[src/rtl/i2c_pkg.sv]
`default_nettype none
// ============================================================================
// Module      : i2c_pkg
// Description : Shared types and constants for the I2C command sequencer.
// Revision    : 1.0 - initial release
// ============================================================================
package i2c_pkg;

    typedef enum logic [2:0] {
        IDLE    = 3'd0,
        LOAD    = 3'd1,
        START   = 3'd2,
        BUSY    = 3'd3,
        DONE    = 3'd4,
        RECOVER = 3'd5
    } state_e;

    localparam logic [7:0] RST_REG_NONE    = 8'h00;
    localparam logic [7:0] RST_REG_START   = 8'h02;
    localparam logic [7:0] RST_REG_RECOVER = 8'hFF;

    // Shared phase counter; wide enough for the largest allowed timeout.
    localparam int CNT_W = 20;

    typedef struct packed {
        logic       slave;
        logic [6:0] addr;
        logic       rw;
    } cmd_entry_t;

    localparam int CMD_W = $bits(cmd_entry_t);

    function automatic logic [7:0] cntrl_of(input cmd_entry_t e);
        return {e.addr, e.rw};
    endfunction

endpackage
`default_nettype wire

[src/rtl/i2c_cmd_sequencer_if.sv]
`default_nettype none
// ============================================================================
// Module      : i2c_cmd_sequencer_if
// Description : Host command valid/ready channel into the I2C command sequencer.
// Revision    : 1.0 - initial release
// ============================================================================
interface i2c_cmd_sequencer_if;
    logic       cmd_valid;
    logic       cmd_ready;
    logic [6:0] cmd_addr;
    logic       cmd_rw;
    logic       cmd_slave;

    modport master (
        output cmd_valid,
        output cmd_addr,
        output cmd_rw,
        output cmd_slave,
        input  cmd_ready
    );

    modport slave (
        input  cmd_valid,
        input  cmd_addr,
        input  cmd_rw,
        input  cmd_slave,
        output cmd_ready
    );
endinterface
`default_nettype wire

[src/rtl/i2c_cmd_fifo.sv]
`default_nettype none
// ============================================================================
// Module      : i2c_cmd_fifo
// Description : Synchronous power-of-two FIFO with full/empty/level status.
// Revision    : 1.0 - initial release
// ============================================================================
module i2c_cmd_fifo #(
    parameter int DEPTH = 4,
    parameter int WIDTH = 9
) (
    input  wire logic                   clk,
    input  wire logic                   rst,
    input  wire logic                   push_i,
    input  wire logic                   pop_i,
    input  wire logic [WIDTH-1:0]       wdata_i,
    output logic      [WIDTH-1:0]       rdata_o,
    output logic                        full_o,
    output logic                        empty_o,
    output logic      [$clog2(DEPTH):0] level_o
);
    localparam int AW = $clog2(DEPTH);
    localparam logic [AW:0] C_FULL = (AW + 1)'(DEPTH);

    logic [WIDTH-1:0] mem_q [DEPTH];
    logic [AW-1:0]    wr_ptr_q;
    logic [AW-1:0]    rd_ptr_q;
    logic [AW:0]      level_q;
    logic             w_push;
    logic             w_pop;

    assign full_o  = (level_q == C_FULL);
    assign empty_o = (level_q == '0);
    assign level_o = level_q;
    assign rdata_o = mem_q[rd_ptr_q];
    assign w_push  = push_i && !full_o;
    assign w_pop   = pop_i && !empty_o;

    always_ff @(posedge clk) begin
        if (w_push) begin
            mem_q[wr_ptr_q] <= wdata_i;
        end
    end

    // Pointers are exactly AW bits wide, so increment wraps modulo DEPTH.
    always_ff @(posedge clk or posedge rst) begin
        if (rst) begin
            wr_ptr_q <= '0;
            rd_ptr_q <= '0;
            level_q  <= '0;
        end else begin
            if (w_push) begin
                wr_ptr_q <= wr_ptr_q + 1'b1;
            end
            if (w_pop) begin
                rd_ptr_q <= rd_ptr_q + 1'b1;
            end
            if (w_push && !w_pop) begin
                level_q <= level_q + 1'b1;
            end else if (w_pop && !w_push) begin
                level_q <= level_q - 1'b1;
            end
        end
    end
endmodule
`default_nettype wire

[src/rtl/i2c_cmd_sequencer.sv]
`default_nettype none
// ============================================================================
// Module      : i2c_cmd_sequencer
// Description : Buffers host I2C commands, strobes the module, watches the bus
//               for STOP and recovers on timeout. Optional I2C_SEQ_STATS_EN
//               adds saturating done/err counters.
// Revision    : 1.0 - initial release
// ============================================================================
module i2c_cmd_sequencer
    import i2c_pkg::*;
#(
    parameter int FIFO_DEPTH  = 4,
    parameter int TIMEOUT_CYC = 65535,
    parameter int RECOVER_CYC = 16,
    parameter int START_CYC   = 4
) (
    input  wire logic                          clk,
    input  wire logic                          rst,
    i2c_cmd_sequencer_if.slave                 cmd,
    input  wire logic                          scl_mon,
    input  wire logic                          sda_mon,
    output logic                               select_,
    output logic      [7:0]                    cntrl_reg,
    output logic      [7:0]                    rst_reg,
    output logic                               busy,
    output logic                               done,
    output logic                               err,
    output logic      [$clog2(FIFO_DEPTH):0]   fifo_level
`ifdef I2C_SEQ_STATS_EN
    ,
    output logic      [15:0]                   stat_done_cnt,
    output logic      [15:0]                   stat_err_cnt
`endif
);
    localparam logic [CNT_W-1:0] C_START_LAST   = CNT_W'(START_CYC - 1);
    localparam logic [CNT_W-1:0] C_TIMEOUT_LAST = CNT_W'(TIMEOUT_CYC - 1);
    localparam logic [CNT_W-1:0] C_RECOVER_LAST = CNT_W'(RECOVER_CYC - 1);

    // Bus monitor: flops reset high so an idle bus never looks like an edge.
    logic scl_s1_q, scl_s2_q;
    logic sda_s1_q, sda_s2_q, sda_s3_q;
    logic w_stop, w_start;

    always_ff @(posedge clk or posedge rst) begin
        if (rst) begin
            scl_s1_q <= 1'b1;
            scl_s2_q <= 1'b1;
            sda_s1_q <= 1'b1;
            sda_s2_q <= 1'b1;
            sda_s3_q <= 1'b1;
        end else begin
            scl_s1_q <= scl_mon;
            scl_s2_q <= scl_s1_q;
            sda_s1_q <= sda_mon;
            sda_s2_q <= sda_s1_q;
            sda_s3_q <= sda_s2_q;
        end
    end

    assign w_stop  = scl_s2_q && sda_s2_q && !sda_s3_q;
    assign w_start = scl_s2_q && !sda_s2_q && sda_s3_q;

    cmd_entry_t w_push_entry;
    cmd_entry_t w_fifo_rdata;
    logic       w_fifo_full;
    logic       w_fifo_empty;
    logic       w_fifo_pop;

    assign w_push_entry  = {cmd.cmd_slave, cmd.cmd_addr, cmd.cmd_rw};
    assign cmd.cmd_ready = !w_fifo_full;

    i2c_cmd_fifo #(
        .DEPTH (FIFO_DEPTH),
        .WIDTH (CMD_W)
    ) u_fifo (
        .clk     (clk),
        .rst     (rst),
        .push_i  (cmd.cmd_valid),
        .pop_i   (w_fifo_pop),
        .wdata_i (w_push_entry),
        .rdata_o (w_fifo_rdata),
        .full_o  (w_fifo_full),
        .empty_o (w_fifo_empty),
        .level_o (fifo_level)
    );

    state_e           state_q, state_d;
    logic [CNT_W-1:0] cnt_q, cnt_d;
    cmd_entry_t       entry_q, entry_d;
    logic [7:0]       cntrl_q, cntrl_d;
    logic             select_q, select_d;

    always_ff @(posedge clk or posedge rst) begin
        if (rst) begin
            state_q  <= IDLE;
            cnt_q    <= '0;
            entry_q  <= '0;
            cntrl_q  <= 8'h00;
            select_q <= 1'b1;
        end else begin
            state_q  <= state_d;
            cnt_q    <= cnt_d;
            entry_q  <= entry_d;
            cntrl_q  <= cntrl_d;
            select_q <= select_d;
        end
    end

    always_comb begin
        state_d    = state_q;
        cnt_d      = cnt_q + 1'b1;
        entry_d    = entry_q;
        cntrl_d    = cntrl_q;
        select_d   = select_q;
        w_fifo_pop = 1'b0;
        rst_reg    = RST_REG_NONE;
        busy       = (state_q != IDLE);
        done       = 1'b0;
        err        = 1'b0;
        unique case (state_q)
            IDLE: begin
                cnt_d = '0;
                if (!w_fifo_empty) begin
                    w_fifo_pop = 1'b1;
                    entry_d    = w_fifo_rdata;
                    state_d    = LOAD;
                end
            end
            LOAD: begin
                cnt_d    = '0;
                cntrl_d  = cntrl_of(entry_q);
                select_d = entry_q.slave;
                state_d  = START;
            end
            START: begin
                rst_reg = RST_REG_START;
                if (cnt_q == C_START_LAST) begin
                    cnt_d   = '0;
                    state_d = BUSY;
                end
            end
            BUSY: begin
                // STOP outranks both a repeated START and the timeout.
                if (w_stop) begin
                    cnt_d   = '0;
                    state_d = DONE;
                end else if (w_start) begin
                    cnt_d = '0;
                end else if (cnt_q == C_TIMEOUT_LAST) begin
                    cnt_d    = '0;
                    select_d = 1'b1;
                    state_d  = RECOVER;
                end
            end
            DONE: begin
                done    = 1'b1;
                cnt_d   = '0;
                state_d = IDLE;
            end
            RECOVER: begin
                rst_reg = RST_REG_RECOVER;
                err     = (cnt_q == '0);
                if (cnt_q == C_RECOVER_LAST) begin
                    cnt_d   = '0;
                    state_d = IDLE;
                end
            end
            default: begin
                cnt_d   = '0;
                state_d = IDLE;
            end
        endcase
    end

    assign cntrl_reg = cntrl_q;
    assign select_   = select_q;

`ifdef I2C_SEQ_STATS_EN
    logic [15:0] stat_done_q;
    logic [15:0] stat_err_q;

    always_ff @(posedge clk or posedge rst) begin
        if (rst) begin
            stat_done_q <= '0;
            stat_err_q  <= '0;
        end else begin
            if (done && (stat_done_q != 16'hFFFF)) begin
                stat_done_q <= stat_done_q + 16'd1;
            end
            if (err && (stat_err_q != 16'hFFFF)) begin
                stat_err_q <= stat_err_q + 16'd1;
            end
        end
    end

    assign stat_done_cnt = stat_done_q;
    assign stat_err_cnt  = stat_err_q;
`endif
endmodule
`default_nettype wire

[src/flat_wrapper.sv]
// flat-port wrapper written by rule: the top's interface ports become plain ports
module i2c_cmd_sequencer_flat import i2c_pkg::*;
#(
    parameter int FIFO_DEPTH  = 4,
    parameter int TIMEOUT_CYC = 65535,
    parameter int RECOVER_CYC = 16,
    parameter int START_CYC   = 4
)
  (clk, rst, scl_mon, sda_mon, select_, cntrl_reg, rst_reg, busy, done, err, fifo_level, cmd_cmd_valid, cmd_cmd_addr, cmd_cmd_rw, cmd_cmd_slave, cmd_cmd_ready);
  i2c_cmd_sequencer_if cmd_i ();
  input  wire logic clk;
  input  wire logic rst;
  input  wire logic scl_mon;
  input  wire logic sda_mon;
  output logic select_;
  output logic      [7:0] cntrl_reg;
  output logic      [7:0] rst_reg;
  output logic busy;
  output logic done;
  output logic err;
  output logic      [$clog2(FIFO_DEPTH):0] fifo_level;
  input wire logic [$bits(cmd_i.cmd_valid)-1:0] cmd_cmd_valid;
  input wire logic [$bits(cmd_i.cmd_addr)-1:0] cmd_cmd_addr;
  input wire logic [$bits(cmd_i.cmd_rw)-1:0] cmd_cmd_rw;
  input wire logic [$bits(cmd_i.cmd_slave)-1:0] cmd_cmd_slave;
  output wire logic [$bits(cmd_i.cmd_ready)-1:0] cmd_cmd_ready;
  assign cmd_i.cmd_valid = cmd_cmd_valid;
  assign cmd_i.cmd_addr = cmd_cmd_addr;
  assign cmd_i.cmd_rw = cmd_cmd_rw;
  assign cmd_i.cmd_slave = cmd_cmd_slave;
  assign cmd_cmd_ready = cmd_i.cmd_ready;
  i2c_cmd_sequencer #(.FIFO_DEPTH(FIFO_DEPTH), .TIMEOUT_CYC(TIMEOUT_CYC), .RECOVER_CYC(RECOVER_CYC), .START_CYC(START_CYC)) u_core (.clk(clk), .rst(rst), .cmd(cmd_i), .scl_mon(scl_mon), .sda_mon(sda_mon), .select_(select_), .cntrl_reg(cntrl_reg), .rst_reg(rst_reg), .busy(busy), .done(done), .err(err), .fifo_level(fifo_level));
endmodule
[config.mk]
export PLATFORM = sky130hd
export DESIGN_NAME = i2c_cmd_sequencer_flat
export DESIGN_NICKNAME = d
export VERILOG_FILES = /design/src/rtl/i2c_pkg.sv /design/src/rtl/i2c_cmd_sequencer_if.sv /design/src/rtl/i2c_cmd_fifo.sv /design/src/rtl/i2c_cmd_sequencer.sv /design/src/flat_wrapper.sv
export SDC_FILE = /design/constraint.sdc
export NUM_CORES = 1
export LEC_CHECK = 0
export ABC_AREA = 0
export CAP_MARGIN = 5
export CORE_ASPECT_RATIO = 1.5
export CORE_MARGIN = 4
export CORE_UTILIZATION = 55
export DETAILED_ROUTE_END_ITERATION = 6
export DONT_BUFFER_PORTS = 1
export GPL_TIMING_DRIVEN = 0
export PLACE_DENSITY = 0.71
export SYNTH_ARGS = -nofsm -noshare
export SYNTH_HDL_FRONTEND = slang
export SYNTH_SLANG_ARGS = --single-unit
[constraint.sdc]
create_clock -name clk -period 5.65 [get_ports clk]
set_input_delay 1.13 -clock clk [delete_from_list [all_inputs] [get_ports clk]]
set_output_delay 1.13 -clock clk [all_outputs]
set_load 0.01 [all_outputs]
# Word level (Yosys, flattened, before mapping)

Memories as Yosys holds them, arrays and structs flattened. A register that Yosys moved wholly into a read port is not among the register bits.
Cells that the tools add are included.

Flip-flop bits (word level): 44
Memories kept: 1
Input bits: 14
Latch bits: 0
Bits in writable memories: 36
Word-level logic and storage cells: 85
ROM bits: 0

Memories:

| memory              | depth | width | read ports | clocked after memory_dff | write ports | line               | text |
|---|---|---|---|---|---|---|---|
| u_core.u_fifo.mem_q | 4     | 9     | 1          | 1                        | 1           | i2c_cmd_fifo.sv:24 | `logic [WIDTH-1:0] mem_q [DEPTH];` |

Bitwise logic cells: 1
Equal/unequal tests: 17
$add $sub $neg: 5
$mul: 0
Divide/modulo/power cells: 0
Reduce and logical (&&, ||, !) cells: 23
$lt $le $gt $ge: 0
Multiplexer cells: 26
Shift operators: 0

Operators by type and width:

| kind                                                                     | count |
|---|---|
| 20-bit two-way mux                                                       | 5 |
| 20-bit one-hot mux with 3 select lines                                   | 1 |
| 3-bit two-way mux                                                        | 8 |
| 20-bit by 1-bit adder with 20-bit output (second input constant)         | 1 |
| 20-bit by 16-bit equality test with 1-bit output (second input constant) | 1 |
| 20-bit by 2-bit equality test with 1-bit output (second input constant)  | 1 |
| 20-bit by 4-bit equality test with 1-bit output (second input constant)  | 1 |
| 20-bit logical NOT                                                       | 1 |
| 8-bit one-hot mux with 2 select lines                                    | 1 |
| 3-bit one-hot mux with 5 select lines                                    | 1 |
| 3-bit equality test (second input constant)                              | 3 |
| 1-bit two-way mux                                                        | 9 |
| 1-bit logical AND                                                        | 8 |
| 3-bit by 2-bit equality test with 1-bit output (second input constant)   | 2 |
| 1-bit logical NOT                                                        | 6 |
| 3-bit logical NOT                                                        | 2 |
| 2-bit by 1-bit inequality test with 1-bit output (second input constant) | 3 |
| 2-bit inequality test (second input constant)                            | 3 |
| 5-bit AND reduction                                                      | 1 |
| 2-bit by 1-bit adder with 2-bit output (second input constant)           | 2 |
| 4-bit AND reduction                                                      | 1 |
| 2-bit nonzero test                                                       | 2 |
| 3-bit by 1-bit adder with 3-bit output (second input constant)           | 1 |
| 3-bit by 1-bit equality test with 1-bit output (second input constant)   | 1 |
| other kinds (7)                                                          | 7 |

# Logic depth before layout (Yosys ltp)

Word-level depth: 7
Mapped depth: 10

# By module

A second synthesis with hierarchy kept.

Cells, all modules: 288
Area, all modules: 3962.6 µm²

Modules (own cells, without submodules):

| module            | area each (µm²) | instances | sequential area each (µm²) | cells each |
|---|---|---|---|---|
| i2c_cmd_sequencer | 2223.4          | 1         | 1158.6                     | 205 |
| i2c_cmd_fifo      | 1739.2          | 1         | 1256.2                     | 83 |

# Worst setup path before layout

OpenSTA, ideal clock, no wires.

Path type: in2reg
From: in cmd_cmd_valid
To: reg u_core.u_fifo.level_q[2], in the netlist u_core.u_fifo.level_o[2]
Setup slack: 3235 ps
Setup time: 79 ps
Buffers on the path: 0
Arrival: 2335 ps
Cell stages on the path: 7
Cell sequence: and2_0 -> ha_1 -> inv_1 -> fa_1 -> xor2_1 -> nor2_1 -> xor2_1

Word-level cells in the longest chain between the ends: 4
Elaborated cells on any way between the ends: 6

Ends and longest elaborated chain:

| what                         | line               | text |
|---|---|---|
| from (decl)                  | flat_wrapper.sv:22 | `input wire logic [$bits(cmd_i.cmd_valid)-1:0] cmd_cmd_valid;` |
| 1-bit logical AND (*)        | i2c_cmd_fifo.sv:35 | `assign w_push = push_i && !full_o;` |
| 1-bit logical NOT            | i2c_cmd_fifo.sv:59 | `end else if (w_pop && !w_push) begin` |
| 1-bit logical AND            | i2c_cmd_fifo.sv:59 |  |
| 2-bit nonzero test (no line) | --                 |  |
| to (signal assigned)         | i2c_cmd_fifo.sv:58 | `level_q <= level_q + 1'b1;` |
| to (signal assigned)         | i2c_cmd_fifo.sv:60 | `level_q <= level_q - 1'b1;` |
| to (decl)                    | i2c_cmd_fifo.sv:27 | `logic [AW:0] level_q;` |

Mark *: on every way between the ends. The rest lies on a longest branch, timed or not.
A chain may end at the register's enable or synchronous reset.

# Worst setup path in the final report

From: reg u_core.cnt_q[17]
To: out err

Word-level cells in the longest chain between the ends: 2

Ends and longest elaborated chain:

| what                   | line                     | text |
|---|---|---|
| from (decl)            | i2c_cmd_sequencer.sv:88  | `logic [CNT_W-1:0] cnt_q, cnt_d;` |
| from (signal assigned) | i2c_cmd_sequencer.sv:102 | `cnt_q <= cnt_d;` |
| 20-bit logical NOT     | i2c_cmd_sequencer.sv:162 | `err = (cnt_q == '0);` |
| 1-bit two-way mux      | i2c_cmd_sequencer.sv:120 | `unique case (state_q)` |
| to (decl)              | flat_wrapper.sv:20       | `output logic err;` |

No other way between the ends.

==> reports/qor.txt <==
CTS Buf Count: 9
CP arrival: 2010 ps
setup TNS: 0 ps
synthesis-to-layout area growth: 7.40%
max FFs per register: 36
Final setup viols: 0
Final Total Pwr: 0.00196 W
worst-case clock buffer depth: 2
routing usage on met1: 20.0%
Core Region: 6850 µm²
met3 usage in global routing: 5.37%
Routed WL: 6310 µm
DR iter-0 viols: 94
largest net degree at the start of global routing: 35
Sw Share: 33.3%
Startpoint Class: register
std cell rows: 37
top_reg_cell synth: dfrtp_1
ratio of cells with drive above 1 in the final layout: 20.7%
DIE AREA: 8500 µm²
most frequent cells in the layout: dfrtp_1 (47), edfxtp_1 (36), nor2_1 (30)
worst r2r path cells: 8
max_cap viols: 0
dpl hpwl: 4590 µm
vias in the first global route: 2171
cell area after synthesis: 3890 µm²
Worst Hold Depth: 0
# IOs: 38
largest registers: u_core.u_fifo.mem_q (36), u_core.cnt_q (20), u_core.entry_q (9)
Slew @ Worst Pin: 754 ps
met2 Use GR: 27.3%
Post-synth ARST share: 59.6%
clk_lat worst skew: 360 ps
R2R Setup Slk: 3040 ps
Hold Path Sink: u_core.sda_s2_q
via count: 2095
Seq/Total Area, Yosys: 62.1%
Hold Path Class: reg -> reg
CP endpoint kind: primary output
CP Data Required Time: 4520 ps
synth warn: 0
synth top area cells: dfrtp_1 (30%), edfxtp_1 (28%), mux4_2 (5.2%), dfstp_2 (4.1%), mux2_2 (3.2%)
CTS tree: built
die span in y: 111 µm
initial antenna violation count: 0
RR Endpoint: u_core.u_fifo.level_o[1]
Detailed Routing Iterations Pass 1: 4
Leak: 1.62 nW
Flop pwr share: 49.5%
peak supply drop: 0.293 mV
Syn Area/Cell: 13.7 µm²
Relative slew margins: 49.5%
EDFF count, synth: 36
part of the power in combinational logic: 31.2%
Root Buffer: clkbuf_8
hold path startpoint: u_core.sda_s1_q
critical path class: reg -> out
Total Nets Final: 318
critical path fanouts, max: 5
routed length per instance: 16.7 µm
Tmin final: 3140 ps
total congestion overflow: 0
RR Startpoint: u_core.state_q[2]
clock share of power: 19.3%
Worst-path clk slew: 90 ps
cells after synthesis: 283
Tot GR Track Use: 16.6%
cell accounting for the most synthesized area: dfrtp_1
P_sw: 0.000652 W
Resized cells post-CTS: 0
global-route wire length before repair: 10900 µm
clock sinks: 89
hold buffers post-CTS: 0
initial core utilization: 56.7%
top-area cell type share of the netlist area: 30.3%
DRT antenna net count: 0
die width: 76.6 µm
Antenna diodes: 0
H-tree levels: 3
Pins Over Slew Limit: 0
Syn Nets: 306
post-CTS setup buffer count: 0
fin crit share: 55.5%
unrepaired setup endpoints after global routing: false
GPL Wtd Cong: 0.784
commonest non-fill, non-tap cell in the layout: dfrtp_1
residual DRC count: 0
vias per cell: 5.54
status: complete, no violations
Max Clock Skew: 7.26 ps
internal power: 0.00131 W
layout filler cell count: 569
register bit count reported by yosys: 89
Yosys cell types: 48
Pwr Density: 469 nW/µm²
largest register by flop count: u_core.u_fifo.mem_q
GRT busiest layer: met2
I/O Buffers: 0
Hold Violations, Final: 0
fmax: 319 MHz
Hold WS: 351 ps
stage by stage:
stage,instance area [µm²],utilization (%),setup WS [ps],cells
4_1_cts,4180,60.9,2460,378
3_3_place_gp,3990,58.2,2680,361
6_report,4180,60.9,2510,378
2_1_floorplan,3890,-,3240,283
5_1_grt,4180,60.9,2300,378
3_5_place_dp,4010,58.5,2870,362
cell families (layout without fill, tap and decap cells):
group,count (synthesis),in the layout,synth area share [%]
muxes,27,27,10.4
and+or+nand+nor,90,90,12.3
DFF,89,89,62.1
AOI/OAI and AO/OA,17,17,2.96
buffers and inverters,27,44,3.70
xor gates and xnor gates,24,24,5.41
adders and majority gates,9,9,3.09
routing by layer:
metal,up-vias,part of all wire (%)
li1,1025,-
met1,1029,41
met2,31,52
met3,10,4.1
met4,0,2.4
met5,-,0
cell type report:
type                    count  area [µm²]  share of cell area (%)
repair buffers              1        20.0                   0.479
clock buffers               9         124                    2.97
well taps                  78        97.6                    2.34
multi-input cells         167        1330                    31.8
flip-flops and latches     89        2410                    57.8
plain buffers              14        95.1                    2.28
inverters                  13        48.8                    1.17
clock inverters             7        46.3                    1.11
worst max-delay path, stage by stage, from the launching register on:
cell	delay, ps
dfrtp_1	430
nor4_1	460
nand4_1	330
nor3_1	430
power groups by stage:
stage | logic, W | clock network [W] | registers, W
finish | 0.000612 | 0.000378 | 0.000970
CTS | 0.000632 | 0.000393 | 0.000975
global placement | 0.000615 | 0 | 0.000980
floorplan | 0.000514 | 0 | 0.000950
detailed placement | 0.000630 | 0 | 0.000989
global route | 0.000691 | 0.000428 | 0.000993
worst max path at each step:
stage	to	slack, ps	from
floorplan	u_core.cnt_q[0]	3240	rst
global placement	u_core.u_fifo.level_o[2]	2680	rst
detailed placement	err	2870	u_core.cnt_q[17]
CTS	err	2460	u_core.cnt_q[16]
global route	err	2300	u_core.cnt_q[16]
finish	err	2510	u_core.cnt_q[17]
synthesized netlist by cell type (4+ instances only):
library cell	count
dfrtp_1	47
edfxtp_1	36
nor2_1	30
xnor2_1	14
inv_1	13
nand2_1	12
mux2_2	11
xor2_1	10
mux4_2	9
ha_1	8
mux2_1	7
and3_1	6
buf_4	6
dfstp_2	6
nand4_1	6
nand3_1	5
nor3_1	5
nor4_1	5
buf_2	4
nand2b_1	4
o21ai_0	4
(Power assumes the default switching activity.)
